## config.mk

```make
export PLATFORM = sky130hd
export DESIGN_NAME = level_sequencer_flat
export DESIGN_NICKNAME = d
export VERILOG_FILES = /design/src/rtl/level_sequencer_pkg.sv /design/src/rtl/level_sequencer_if.sv /design/src/rtl/level_sequencer_tick_divider.sv /design/src/rtl/level_sequencer.sv /design/src/flat_wrapper.sv
export SDC_FILE = /design/constraint.sdc
export NUM_CORES = 1
export LEC_CHECK = 0
export ABC_AREA = 1
export CAP_MARGIN = 20
export CORE_MARGIN = 1.5
export CORE_UTILIZATION = 58
export CTS_CLUSTER_DIAMETER = 60
export CTS_CLUSTER_SIZE = 30
export DETAILED_ROUTE_END_ITERATION = 12
export PLACE_DENSITY_LB_ADDON = 0.12
export RECOVER_POWER = 25
export SYNTH_ARGS = -nofsm -noshare
export SYNTH_HDL_FRONTEND = slang
export SYNTH_SLANG_ARGS = --single-unit
```

## constraint.sdc

```tcl
create_clock -name clk -period 10.2 [get_ports clk]
set_clock_uncertainty 0.1 [all_clocks]
set_input_delay 2.04 -clock clk [delete_from_list [all_inputs] [get_ports clk]]
set_output_delay 2.04 -clock clk [all_outputs]
set_load 0.02 [all_outputs]
```

## src/rtl/level_sequencer_pkg.sv

```systemverilog
// Shared types and helpers for the level sequencer: FSM state encoding and
// the per-level tick period with saturation at the floor.
package level_seq_pkg;

  typedef enum logic [1:0] {
    WAIT = 2'd0,
    RUN  = 2'd1,
    WON  = 2'd2,
    LOST = 2'd3
  } state_e;

  // Evaluated at 64 bits, wide enough for any CNT_W+LVL_W in use, so the
  // reduction can never wrap before the floor is applied.
  function automatic logic [63:0] period(input logic [63:0] lvl,
                                         input logic [63:0] base,
                                         input logic [63:0] step,
                                         input logic [63:0] min_p);
    logic [63:0] red;
    red = (lvl == 64'd0) ? 64'd0 : (lvl - 64'd1) * step;
    if (red >= base || (base - red) < min_p) return min_p;
    return base - red;
  endfunction

endpackage

```

## src/rtl/level_sequencer_if.sv

```systemverilog
// Control/status bundle between the input debouncer, the level sequencer and
// the row datapath. Carries the pause input when LEVEL_SEQ_PAUSE_EN is defined.
interface level_sequencer_if #(parameter int LVL_W = 4);
  logic             go;
  logic             place;
  logic             place_ok;
`ifdef LEVEL_SEQ_PAUSE_EN
  logic             pause;
`endif
  logic [LVL_W-1:0] level;
  logic             active;
  logic             tick;
  logic             win;
  logic             game_over;

`ifdef LEVEL_SEQ_PAUSE_EN
  modport master (output go, place, place_ok, pause,
                  input  level, active, tick, win, game_over);
  modport slave  (input  go, place, place_ok, pause,
                  output level, active, tick, win, game_over);
`else
  modport master (output go, place, place_ok,
                  input  level, active, tick, win, game_over);
  modport slave  (input  go, place, place_ok,
                  output level, active, tick, win, game_over);
`endif
endinterface

```

## src/rtl/level_sequencer_tick_divider.sv

```systemverilog
// Loadable down-counter for the move strobe; reloads itself from load_val on
// terminal count while enabled, and freezes while hold is high.
module tick_divider #(
  parameter int CNT_W = 26
) (
  input  logic             clk,
  input  logic             resetn,
  input  logic             load,
  input  logic [CNT_W-1:0] load_val,
  input  logic             en,
  input  logic             hold,
  output logic             tc
);
  logic [CNT_W-1:0] count;

  assign tc = en & ~hold & (count == '0);

  always_ff @(posedge clk) begin
    if (!resetn)          count <= '0;
    else if (load)        count <= load_val;
    else if (en && !hold) count <= (count == '0) ? load_val : count - CNT_W'(1);
  end
endmodule

```

## src/rtl/level_sequencer.sv

```systemverilog
// Level/speed controller for the block stacker. Optional pause input is
// compiled in with LEVEL_SEQ_PAUSE_EN.
module level_sequencer
  import level_seq_pkg::*;
#(
  parameter int NUM_LEVELS  = 15,
  parameter int LVL_W       = 4,
  parameter int CNT_W       = 26,
  parameter int BASE_PERIOD = 50000000,
  parameter int PERIOD_STEP = 3000000,
  parameter int MIN_PERIOD  = 2000000
) (
  input  logic              clk,
  input  logic              resetn,
  level_sequencer_if.slave  bus
);
  state_e           state;
  logic [LVL_W-1:0] level_q;
  logic             tick_q, win_q, over_q;
  logic             paused, place_eff, tc;
  logic [63:0]      per_w;
  logic [CNT_W-1:0] load_val;

`ifdef LEVEL_SEQ_PAUSE_EN
  assign paused = bus.pause & (state == RUN);
`else
  assign paused = 1'b0;
`endif

  // A place pulse only counts in RUN and never while paused.
  assign place_eff = bus.place & ~paused & (state == RUN);

  always_comb begin
    per_w    = period(64'(level_q), 64'(BASE_PERIOD), 64'(PERIOD_STEP), 64'(MIN_PERIOD));
    load_val = per_w[CNT_W-1:0] - CNT_W'(1);
  end

  tick_divider #(.CNT_W(CNT_W)) u_div (
    .clk      (clk),
    .resetn   (resetn),
    .load     ((state == WAIT) & bus.go),
    .load_val (load_val),
    .en       ((state == RUN) & ~place_eff),
    .hold     (paused),
    .tc       (tc)
  );

  always_ff @(posedge clk) begin
    if (!resetn) begin
      state   <= WAIT;
      level_q <= LVL_W'(1);
      tick_q  <= 1'b0;
      win_q   <= 1'b0;
      over_q  <= 1'b0;
    end else begin
      tick_q <= 1'b0;
      win_q  <= 1'b0;
      over_q <= 1'b0;
      case (state)
        WAIT: if (bus.go) state <= RUN;
        RUN: begin
          if (place_eff) begin
            if (!bus.place_ok) begin
              state  <= LOST;
              over_q <= 1'b1;
            end else if (level_q == LVL_W'(NUM_LEVELS)) begin
              state <= WON;
              win_q <= 1'b1;
            end else begin
              level_q <= level_q + LVL_W'(1);
              state   <= WAIT;
            end
          end else begin
            tick_q <= tc;
          end
        end
        WON, LOST: begin
          state   <= WAIT;
          level_q <= LVL_W'(1);
        end
        default: begin
          state   <= WAIT;
          level_q <= LVL_W'(1);
        end
      endcase
    end
  end

  assign bus.level     = level_q;
  assign bus.active    = (state == RUN);
  assign bus.tick      = tick_q;
  assign bus.win       = win_q;
  assign bus.game_over = over_q;
endmodule
```

## src/flat_wrapper.sv

```systemverilog
// flat-port wrapper written by rule: the top's interface ports become plain ports
module level_sequencer_flat import level_seq_pkg::*;
#(
  parameter int NUM_LEVELS  = 15,
  parameter int LVL_W       = 4,
  parameter int CNT_W       = 26,
  parameter int BASE_PERIOD = 50000000,
  parameter int PERIOD_STEP = 3000000,
  parameter int MIN_PERIOD  = 2000000
)
  (clk, resetn, bus_go, bus_place, bus_place_ok, bus_level, bus_active, bus_tick, bus_win, bus_game_over);
  level_sequencer_if #(.LVL_W(LVL_W)) bus_i ();
  input  logic clk;
  input  logic resetn;
  input wire logic [$bits(bus_i.go)-1:0] bus_go;
  input wire logic [$bits(bus_i.place)-1:0] bus_place;
  input wire logic [$bits(bus_i.place_ok)-1:0] bus_place_ok;
  output wire logic [$bits(bus_i.level)-1:0] bus_level;
  output wire logic [$bits(bus_i.active)-1:0] bus_active;
  output wire logic [$bits(bus_i.tick)-1:0] bus_tick;
  output wire logic [$bits(bus_i.win)-1:0] bus_win;
  output wire logic [$bits(bus_i.game_over)-1:0] bus_game_over;
  assign bus_i.go = bus_go;
  assign bus_i.place = bus_place;
  assign bus_i.place_ok = bus_place_ok;
  assign bus_level = bus_i.level;
  assign bus_active = bus_i.active;
  assign bus_tick = bus_i.tick;
  assign bus_win = bus_i.win;
  assign bus_game_over = bus_i.game_over;
  level_sequencer #(.NUM_LEVELS(NUM_LEVELS), .LVL_W(LVL_W), .CNT_W(CNT_W), .BASE_PERIOD(BASE_PERIOD), .PERIOD_STEP(PERIOD_STEP), .MIN_PERIOD(MIN_PERIOD)) u_core (.clk(clk), .resetn(resetn), .bus(bus_i));
endmodule
```

; ---- Yosys cells after proc, flatten, opt, wreduce, memory -nomap -nowiden
; Cells that the tools add are included.
[totals]
elab_cells = 59
reg_bits = 35
input_bits = 5
[classes]
mux = 18
n_lt_le_gt_ge = 2
bitwise_logic = 7
reduce_logical = 12
add_sub_neg = 5
n_mul = 1
eq_ne = 8
[ops]
columns = operator, count
row1 = 26-bit two-way mux, 5
row2 = 64-bit by 26-bit >= comparator with 1-bit output (second input constant), 1
row3 = 64-bit by 21-bit < comparator with 1-bit output (second input constant), 1
row4 = 64-bit by 16-bit multiplier with 58-bit output (second input constant), 1
row5 = 64-bit two-way mux, 1
row6 = 26-bit by 64-bit subtractor with 64-bit output (first input constant), 1
row7 = 26-bit by 1-bit subtractor with 26-bit output (second input constant), 2
row8 = 26-bit logical NOT, 1
row9 = 4-bit two-way mux, 3
row10 = 2-bit two-way mux, 4
row11 = 4-bit one-hot mux with 2 select lines, 1
row12 = 4-bit AND reduction, 2
row13 = 2-bit != test (second input constant), 3
row14 = 2-bit one-hot mux with 3 select lines, 1
row15 = 4-bit by 1-bit subtractor with 5-bit output (second input constant), 1
row16 = 4-bit by 1-bit adder with 4-bit output (second input constant), 1
row17 = 1-bit bitwise AND, 4
row18 = 2-bit equality test (second input constant), 2
row19 = 4-bit equality test (second input constant), 1
row20 = 4-bit logical NOT, 1
row21 = 2-bit nonzero test, 2
row22 = 1-bit two-way mux, 3
row23 = 1-bit NOT, 3
row24 = 3-bit AND reduction, 1
row25 = other kinds (7), 7

; ---- Longest topological paths before layout
[depth]
ltp_word = 12
depth_mapped = 49
depth_no_buf = 48

; ---- Hierarchy
; Synthesis repeated with hierarchy kept, for this count alone.
[unflattened]
cells_unflattened = 1369
area_unflattened_um2 = 8032.7
[by_module_without_submodules]
columns = module, cells_each, n_inst, area_per_inst_um2, seq_area_each_um2
row1 = level_sequencer, 966, 1, 5794.3, 180.2
row2 = tick_divider, 403, 1, 2238.4, 520.5

; ---- Least setup slack after synthesis
; No wires, ideal clock.
[synth_timing]
path_type = reg-to-reg
start = reg u_core.level_q[0], in the netlist u_core.bus.level[0]
end = reg u_core.u_div.count[10]
arrival_ps = 7862
path_slack_ps = 2168
setup_ps = 70
synth_period_minus_slack_ps = 8032
path_stages_with_launch = 44
required_time_ps = 10030
n_path_buf = 2
path_cell_list = dfxtp_1 inv_2 ha_1 nand2_4 buf_1 inv_1 ha_1 ha_1 inv_1 fa_1 inv_1 fa_1 inv_1 fa_1 fa_1 inv_1 ha_1 nand2_1 (+8 left out) nand3b_1 or2_1 nand2_2 nor2_4 nor2_1 nand3_1 nor2_2 nand4_2 nand2_2 inv_2 buf_6 nand2_1 ha_1 nand2_1 nor2_4 xor2_1 nand2_1 a21oi_1
[synth_between]
elab_chain_len = 12
word_cells_on_any_way = 14
classes_between = 3 x add/sub / 1 x mul / 2 x order compare / 6 x mux / 2 x reduce/logical
[synth_lines]
columns = item, line_no
row1 = "start, declared", level_sequencer.sv:18  ; logic [LVL_W-1:0] level_q;
row2 = "start signal, assigned", level_sequencer.sv:70  ; level_q <= level_q + LVL_W'(1);
row3 = 4-bit by 1-bit subtractor with 5-bit output, level_sequencer_pkg.sv:19  ; red = (lvl == 64'd0) ? 64'd0 : (lvl - 64'd1) * step;
row4 = 64-bit by 16-bit multiplier with 58-bit output, level_sequencer_pkg.sv:19
row5 = 64-bit two-way mux *, level_sequencer_pkg.sv:19
row6 = 26-bit by 64-bit subtractor with 64-bit output, level_sequencer_pkg.sv:20  ; if (red >= base || (base - red) < min_p) return min_p;
row7 = 64-bit by 21-bit < comparator with 1-bit output, level_sequencer_pkg.sv:20
row8 = 1-bit logical OR, level_sequencer_pkg.sv:20
row9 = 1-bit two-way mux, level_sequencer_pkg.sv:20
row10 = 26-bit two-way mux *, level_sequencer_pkg.sv:21  ; return base - red;
row11 = 26-bit by 1-bit subtractor with 26-bit output *, level_sequencer.sv:35  ; load_val = per_w[CNT_W-1:0] - CNT_W'(1);
row12 = 26-bit two-way mux (2 in series), level_sequencer_tick_divider.sv:21  ; else if (en && !hold) count <= (count == '0) ? load_val : count - CNT_W'(1);
row13 = 26-bit two-way mux *, level_sequencer_tick_divider.sv:20  ; else if (load) count <= load_val;
row14 = "end signal, assigned", level_sequencer_tick_divider.sv:20
row15 = "end signal, assigned", level_sequencer_tick_divider.sv:21
row16 = "end, declared", level_sequencer_tick_divider.sv:14  ; logic [CNT_W-1:0] count;
; Mark *: on every way between the ends. The rest lies on a longest branch, timed or not. The select of a mux whose other input is x is not followed.
; A chain may end at the register's enable or synchronous reset.

; ---- Final worst setup path
; Ends and elaborated chain as after synthesis.

==> metrics <==
unrepaired setup endpoints after global routing=false; Synth warnings=0; cell count after synthesis=1178; ys flop type=dfxtp_1; # resized after CTS=0; maxcap violations=0; Post-synth EDFFs=0; leak pwr=4.09 nW; Final WS setup=1.01 ns; CTS Buffer Depth=2; area leader, netlist=nand2_1; outcome=completed; cell area after placement=0.00754 sq mm; max_slew headroom=33.8%; Max VDD drop=0.0000894 V; routed len/inst=13.5 microns; Critical Path Sink Type=flop; Critical Path RT=10.31 ns; FF-to-FF Start=u_core.bus.level[0]; Setup CP Type=reg -> reg; kind of start point of the critical path=flop; Fillers=1201; Sw Ratio=57.3%; die area=0.0133 sq mm; post-route cell area=0.00774 sq mm; HPWL Detailed=15.1 mm; Mapped Area=0.00733 sq mm; syn_nets=1293; PwrDens=207 mW/mm^2; antenna-violating nets left=0; worst-path fanout max=19; CP max stage cell=fa_1; Pint=684 uW; clock root buffer master=clkbuf_16; syn avg cell area=6.23 sq um; Critical Path AT=9.30 ns; sequential share of the synthesized area=9.55%; H-tree depth=2; Synth area leaders=nand2_1 14%, ha_1 13%, inv_1 11%, dfxtp_1 9.6%, fa_1 9.3%; TritonCTS Sinks=35; Multi-input gate area=0.00564 sq mm; Setup WS pre-CTS=1.08 ns; Hold Path Class=reg -> reg; Worst-Skew Late Latency=0.28 ns; crit path time final=9.19 ns; die height=115 microns; CTS buffer count=5; WL final=18.2 mm; Yosys top cell area share=14.1%; Slew @ Worst Pin=0.991 ns; # IOs=13; Vias/cell=5.34; hold slack=0.387 ns; HP Start=u_core.u_div.count[0]; net switching power=917 uW; overall routing resource usage=28.5%; synth cell count leaders=276 x nand2_1, 208 x inv_1, 118 x nor2_1; setup TNS=0 ns; layout cell share with drive strength beyond 1=9.75%; cts hold-fix bufs=0; antenna violations before repair=1; final hold violation count=0; r2r setup slk=1.01 ns; Seq pwr share=11.1%; first-pass GRT wire length=30.8 mm; Max Transition Viols Final=0; DR iter-0 viols=452; area growth from synthesis to layout=5.49%; final global-route overflow total=0; register area=701 sq um; Post-synth ARST share=0%; Buffers on Ports=12; final setup fails=0; Highest Clock Rate=0.109 GHz; Pre-antenna DRT Iters=4; Final nets=1294; GPL Wtd Cong=0.944; antenna cells=0; clock transition at the registers of the reported paths=0.06 ns; Hold Crit Endpoint=u_core.u_div.count[0]; Yosys reg bits=35; Die Wd=115 microns; largest net degree at the start of global routing=44; vias in the first global route=6728; postcts setup bufs=0; initial core utilization=60.3%; # DRC=0; worst r2r path cells=41; count leader, synth=nand2_1; clock power share=12.6%; DR vias=7202; combinational power share=76.3%; Worst R2R End=u_core.u_div.count[10]; Synth cell types=53; hold-critical path depth=1; CTS tree=done; num rows=40; CP max stage delay=0.59 ns; core area=0.0122 sq mm; fin crit share=90.1%
-- worst max-delay path, delay by kind of cell, from the launching register on --
kind	cells	cell delay [ns]
buf+inv	9	0.96
simple gates	18	2.86
compound gates	3	0.40
flops	1	0.49
xor+xnor	1	0.18
fa+ha+maj	10	4.12
-- how the worst max path moves through the flow --
stage / startpoint / end / slack (ns) / cells past startpoint
3_5_place_dp: u_core.bus.level[0] / u_core.u_div.count[10] / 1.08 / 41
6_report: u_core.bus.level[0] / u_core.u_div.count[10] / 1.01 / 41
4_1_cts: u_core.bus.level[0] / u_core.u_div.count[10] / 1.05 / 41
5_1_grt: u_core.bus.level[0] / u_core.u_div.count[10] / 0.25 / 41
3_3_place_gp: u_core.bus.level[0] / u_core.u_div.count[18] / 1.42 / 42
2_1_floorplan: u_core.bus.level[0] / u_core.u_div.count[10] / 2.17 / 43
-- cells by family (layout without fill, tap and decap cells) --
kind of cell             count (synthesis)  count (layout)  synth area share, %
AO/OA/AOI/OAI                          136             136                 10.6
XOR/XNOR                                31              31                 3.80
adder cells (fa/ha/maj)                110             110                 22.2
buffers and inverters                  249             251                 13.6
flip-flops                              35              35                 9.55
multiplexers                             1               1                0.136
other                                    1               1               0.0511
AND/OR/NAND/NOR                        615             615                 40.0
-- placed cells by master (no fill, tap or decap), drive strengths merged --
master	netlist	layout
a221oi	1	1
nor3	24	24
ha	76	76
o32ai	1	1
clkinv	2	2
o31ai	3	3
xnor2	8	8
nor4	2	2
mux2i	1	1
o211ai	2	2
dfxtp	35	35
fa	34	34
a21oi	55	55
a211oi	1	1
bufinv	0	2
nand3	106	106
buf	12	2
or2	2	2
conb	1	1
xor2	23	23
nand2	299	299
a31oi	9	9
and3	1	1
nor2	146	146
clkdlybuf4s50	0	5
clkbuf	8	5
o21a	2	2
o21bai	5	5
nand3b	13	13
nand4	22	22
o21ai	57	57
clkinvlp	0	1
inv	227	227
dlygate4sd3	0	7
-- layout make-up --
cell class	instances	share of cell area (%)
Tap cell	168	2.72
Inverter	229	11.1
Sequential cell	35	9.06
Timing Repair Buffer	14	1.75
Clock inverter	3	0.873
Multi-Input combinational cell	894	72.9
Clock buffer	5	1.62
-- stage by stage --
| stage | std cells | total power, mW | utilization [%] |
|---|---|---|---|
| 3_5_place_dp | 1340 | 1.39 | 62.0 |
| 4_1_cts | 1348 | 1.60 | 63.6 |
| 5_1_grt | 1348 | 1.77 | 63.6 |
| 2_1_floorplan | 1178 | 1.16 | - |
| 6_report | 1348 | 1.60 | 63.6 |
| 3_3_place_gp | 1340 | 1.37 | 62.0 |
-- sequential cells by signal (all words and copies together), names as in the netlist --
register and flops:
u_core.state 2, u_core.bus.game_over 1, u_core.u_div.count 26, u_core.bus.level 4, u_core.bus.win 1, u_core.bus.tick 1
-- power groups by stage --
| stage | sequential [mW] | clock (mW) | combinational (mW) |
|---|---|---|---|
| after floorplan | 0.175 | 0 | 0.984 |
| after global placement | 0.179 | 0 | 1.19 |
| after detailed placement | 0.179 | 0 | 1.21 |
| after CTS | 0.177 | 0.206 | 1.21 |
| after global routing | 0.180 | 0.210 | 1.38 |
| final | 0.178 | 0.202 | 1.22 |
-- layer usage --
metal	share of wire [%]	GRT usage, %	vias up
li1	-	-	3735
met1	49	38.9	3277
met2	45	47.7	148
met3	4.0	3.66	40
met4	2.4	7.24	2
met5	0.055	0	-
Power figures use the tool's default switching activity.
